<file path="config.mk">
export PLATFORM = sky130hd
export DESIGN_NAME = summation_m
export DESIGN_NICKNAME = d
export VERILOG_FILES = /design/src/rtl/summation_m_pkg.sv /design/src/rtl/summation_m_mod_wrap.sv /design/src/rtl/summation_m.sv
export SDC_FILE = /design/constraint.sdc
export NUM_CORES = 1
export LEC_CHECK = 0
export CAP_MARGIN = 10
export CORE_AREA = 2 2 84 66
export CTS_CLUSTER_DIAMETER = 30
export DETAILED_ROUTE_END_ITERATION = 6
export DIE_AREA = 0 0 86 68
export GPL_TIMING_DRIVEN = 0
export PLACE_DENSITY = 0.42
export SKIP_LAST_GASP = 1
export SYNTH_ARGS = -nofsm -noshare
export SYNTH_HDL_FRONTEND = slang
export SYNTH_SLANG_ARGS = --single-unit
</file>
<file path="constraint.sdc">
create_clock -name clk -period 4.1 [get_ports clk]
set_input_delay 0.615 -clock clk [delete_from_list [all_inputs] [get_ports clk]]
set_output_delay 0.615 -clock clk [all_outputs]
set_load 0.02 [all_outputs]
</file>
<file path="src/rtl/summation_m_pkg.sv">
// Shared constants and types for the modulo-M signed accumulator.
// Consumers of cnt can use cnt_t to match the default accumulator width.
package summation_m_pkg;

  localparam int SUM_W_DEF = 11;
  localparam int SUM_M_DEF = 1000;

  typedef logic signed [SUM_W_DEF-1:0] cnt_t;

  // Direction of the single modulus correction applied to a sum.
  typedef enum logic [1:0] {
    WRAP_NONE = 2'd0,
    WRAP_POS  = 2'd1,
    WRAP_NEG  = 2'd2
  } wrap_e;

endpackage

</file>
<file path="src/rtl/summation_m_mod_wrap.sv">
// Combinational modulo-M correction of a sign-extended sum.
// At most one +/-M correction is applied; s is expected in [-(M-1), 2M-2].
module mod_wrap
  import summation_m_pkg::*;
#(
  parameter int W = SUM_W_DEF,
  parameter int M = SUM_M_DEF
) (
  input  logic signed [W:0]   s,
  output logic signed [W-1:0] wrapped,
  output logic                carry,
  output logic                borrow
);

  localparam logic signed [W:0] M_S = (W+1)'(M);
  localparam logic [W-1:0]      M_W = W'(M);

  wrap_e dir;

  always_comb begin
    dir = WRAP_NONE;
    if (s >= M_S) begin
      dir = WRAP_POS;
    end else if (s[W]) begin
      dir = WRAP_NEG;
    end
  end

  // The corrected value always fits in W bits, so the low bits suffice.
  always_comb begin
    wrapped = s[W-1:0];
    carry   = 1'b0;
    borrow  = 1'b0;
    unique case (dir)
      WRAP_POS: begin
        wrapped = s[W-1:0] - M_W;
        carry   = 1'b1;
      end
      WRAP_NEG: begin
        wrapped = s[W-1:0] + M_W;
        borrow  = 1'b1;
      end
      default: begin
        wrapped = s[W-1:0];
      end
    endcase
  end

endmodule

</file>
<file path="src/rtl/summation_m.sv">
// Modulo-M signed accumulator: register stage around mod_wrap.
// cnt stays in 0..M-1; cop/con pulse for one cycle alongside the wrapped value.
module summation_m
  import summation_m_pkg::*;
#(
  parameter int M = SUM_M_DEF,
  parameter int W = SUM_W_DEF
) (
  input  logic                clk,
  input  logic                arst,
  input  logic signed [W-1:0] addend,
  output logic signed [W-1:0] cnt,
  output logic                cop,
  output logic                con
);

  logic signed [W-1:0] cnt_q = '0;
  logic                cop_q = 1'b0;
  logic                con_q = 1'b0;

  logic signed [W-1:0] cnt_d;
  logic                cop_d;
  logic                con_d;
  logic signed [W:0]   sum;

  logic signed [W-1:0] wrap_val;
  logic                wrap_carry;
  logic                wrap_borrow;

  // One extra bit keeps cnt + addend from overflowing.
  always_comb begin
    sum = {cnt_q[W-1], cnt_q} + {addend[W-1], addend};
  end

  mod_wrap #(
    .W(W),
    .M(M)
  ) u_mod_wrap (
    .s       (sum),
    .wrapped (wrap_val),
    .carry   (wrap_carry),
    .borrow  (wrap_borrow)
  );

  always_comb begin
    cnt_d = wrap_val;
    cop_d = wrap_carry;
    con_d = wrap_borrow;
  end

  always_ff @(posedge clk) begin
    if (arst) begin
      cnt_q <= '0;
      cop_q <= 1'b0;
      con_q <= 1'b0;
    end else begin
      cnt_q <= cnt_d;
      cop_q <= cop_d;
      con_q <= con_d;
    end
  end

  assign cnt = cnt_q;
  assign cop = cop_q;
  assign con = con_q;

endmodule

</file>
==> out/qor.yml <==
yosysWarnings: 0
p_per_area_nw_per_um2: 868.4
r2r_cells: 10
multi_input_area_um2: 939.7
p_leak_nw: 0.6039
post_synth_num_cell_types: 52
cts_root_buf: "clkbuf_8"
grt_max_degree: 11
diodes: 0
critPathMaxFanout: 8
postSynth.asyncResetShare: 0
start_util: 0.2412
maxCapViolCount: 0
synthTopCellsByCount: "a21oi_1 (13), dfxtp_1 (13), ha_1 (12), nor2_1 (8), xnor2_1 (7)"
die_y_um: 68
clk_latency_ns: 0.24
ys.flop_type: "dfxtp_1"
routed_wl_mm: 3.157
drcViolationCount: 0
synth_largest_area_cell: "dfxtp_1"
pwr-share-clk: 0.085
synth.cell_area_um2: 1229
fin_nets: 193
period_share: 0.9222
wl_per_cell_um: 13.91
drt.antenna.violating_nets: 0
vias_per_cell: 4.885
drt_iter0_drc: 43
arrival_ns: 3.91
max-slew-margin-rel: 0.6371
cp.required_ns: 4.23
antenna_found_initial: 0
seq_area_um2: 260.3
grt_pass1_vias: 1105
rows: 23
drive_gt1_frac: 0.1273
tns_ns: 0
synth_area_leaders: "dfxtp_1 (21%), ha_1 (12%), a21oi_1 (5.3%)"
skew_ns: 0.001271
grt_use_total: 0.1185
holdPathStages: 2
min_period_ns: 3.781
syn_avg_cell_area_um2: 8.968
cts_tree: "done"
rsz0062_at_grt: "no"
grt.overflow.total: 0
clockBufferDepth: 2
cts_buffers: 3
syn_nets: 164
final_util: 0.3164
power_frac_seq: 0.141
yosys.area.top_type_share: 0.2118
power.internal_w: 0.0007181
cts_setup_buffers: 0
worstSetupPathType: "in2reg"
worst_slack_ns: 0.3188
hold_violations: 0
clkTransAtPathRegs_ns: 0.06
clock_sinks: 13
worst_setup_path_end_kind: "flip-flop"
p_comb_frac: 0.773
final_cells: 227
switching_power_w: 0.0006814
swShare: 0.4869
placedCellCount: 224
dp_hpwl_mm: 2.563
cp-start-kind: "primary input"
ys_seq_area_frac: 0.2118
pin_count: 26
slew_violations: 0
routabilityCongestion: 0.7739
vias: 1109
coreArea_um2: 5094
first_pass_iters: 4
dieWidth_um: 86
max-vdd-ir-drop_uv: 238.0
grt_pass1_wl_mm: 5.271
rrSetupSlack_ns: 0.81
fmax_mhz: 264.5
synth_edf_count: 0
holdBufCountCts: 0
place_ws_ns: -0.4206
die-area_um2: 5848
setup_viol: 0
nFillCells: 533
synth-seq-cells: 13
worstMarginPinSlew_ns: 0.5404
hold_path.class: "reg2reg"
area_delta_synth_final_pct: 31.16
netlist_instances: 137
htreeDepth: 1
run_status: "completed"
port_buffers: 25
-- power groups by stage --
stage          clock, W  combinational, W  sequential (W)
2_1_floorplan         0          0.000742        0.000252
3_3_place_gp          0           0.00107        0.000199
3_5_place_dp          0           0.00107        0.000202
4_1_cts        0.000126           0.00107        0.000199
5_1_grt        0.000130           0.00121        0.000204
6_report       0.000119           0.00108        0.000198
-- final timing paths --
path                startpoint           endpoint
max reg2reg  cnt[6]$_SDFF_PP0_  cnt[9]$_SDFF_PP0_
max                  addend[1]  cnt[9]$_SDFF_PP0_
min reg2reg  cnt[0]$_SDFF_PP0_  cnt[0]$_SDFF_PP0_
min          cnt[0]$_SDFF_PP0_  cnt[0]$_SDFF_PP0_
-- critical path, stage by stage --
cell and delay [ns]:
clkdlybuf4s50_1 0.45, ha_1 0.35, a211oi_4 0.28, o211ai_1 0.17
a21oi_1 0.23, or2_4 0.23, inv_1 0.13, fa_1 0.53
or3_1 0.40, a21oi_1 0.18, mux2_1 0.34
-- final cells by class --
type / instances / share of cell area
Buffer: 3 / 0.01242
Clock buffer: 4 / 0.02795
Inverter: 5 / 0.01165
Multi-Input combinational cell: 115 / 0.5831
Sequential cell: 13 / 0.1615
Tap cell: 62 / 0.04814
Timing Repair Buffer: 25 / 0.1553
-- metrics by stage --
step	cell area (um^2)	power [W]	hold slack, ns
floorplan	1229	0.0009937	0.6866
global route	1612	0.001546	0.6400
CTS	1602	0.001400	0.6023
finish	1612	0.001400	0.5886
detailed placement	1556	0.001268	0.5829
global placement	1556	0.001268	0.5715
-- registers in the layout, indices dropped and copies added, names as in the netlist --
name / cells
cnt: 11
con: 1
cop: 1
-- what timing repair did --
action                     in CTS  in global routing
resized for setup               1                  3
gates cloned                    0                  0
setup endpoints to repair       4                  3
-- placed cells by master (no fill, tap or decap), types with 2 or more instances in the layout --
cell type        netlist  final
clkdlybuf4s50_1        0     25
dfxtp_1               13     13
a21oi_1               13     12
ha_1                  12     12
nor2_1                 8      8
xnor2_1                7      7
inv_1                  5      5
o21ai_0                6      5
or3_1                  5      5
o211ai_1               4      4
mux2i_1                4      4
nand2_1                3      3
nand3_1                3      3
nor2b_1                3      3
xor2_1                 3      3
clkbuf_8               0      3
and2_1                 2      2
nand3b_1               2      2
clkbuf_1               2      2
a31o_2                 2      2
o21a_1                 2      2
or3_4                  2      2
nand4_1                2      2
nor3_1                 2      2
fa_1                   2      2
-- layer usage --
metal / share of wire / GRT usage / up-vias
met5: 0 / 0 / -
met4: 0.021 / 0.04167 / 0
met3: 0.040 / 0.03136 / 4
met2: 0.43 / 0.1860 / 22
met1: 0.51 / 0.1576 / 510
li1: - / - / 573
-- kinds of logic (layout without fill, tap and decap cells) --
| family | after synthesis | count (layout) | synth area share |
|---|---|---|---|
| fa+ha+maj | 14 | 14 | 0.1548 |
| xor+xnor | 10 | 10 | 0.07129 |
| flops | 13 | 13 | 0.2118 |
| mux | 5 | 5 | 0.04175 |
| buf+inv | 9 | 37 | 0.03462 |
| simple gates | 41 | 41 | 0.2006 |
| compound gates | 45 | 45 | 0.2851 |
Note: power is estimated with default switching activity, not from simulation.
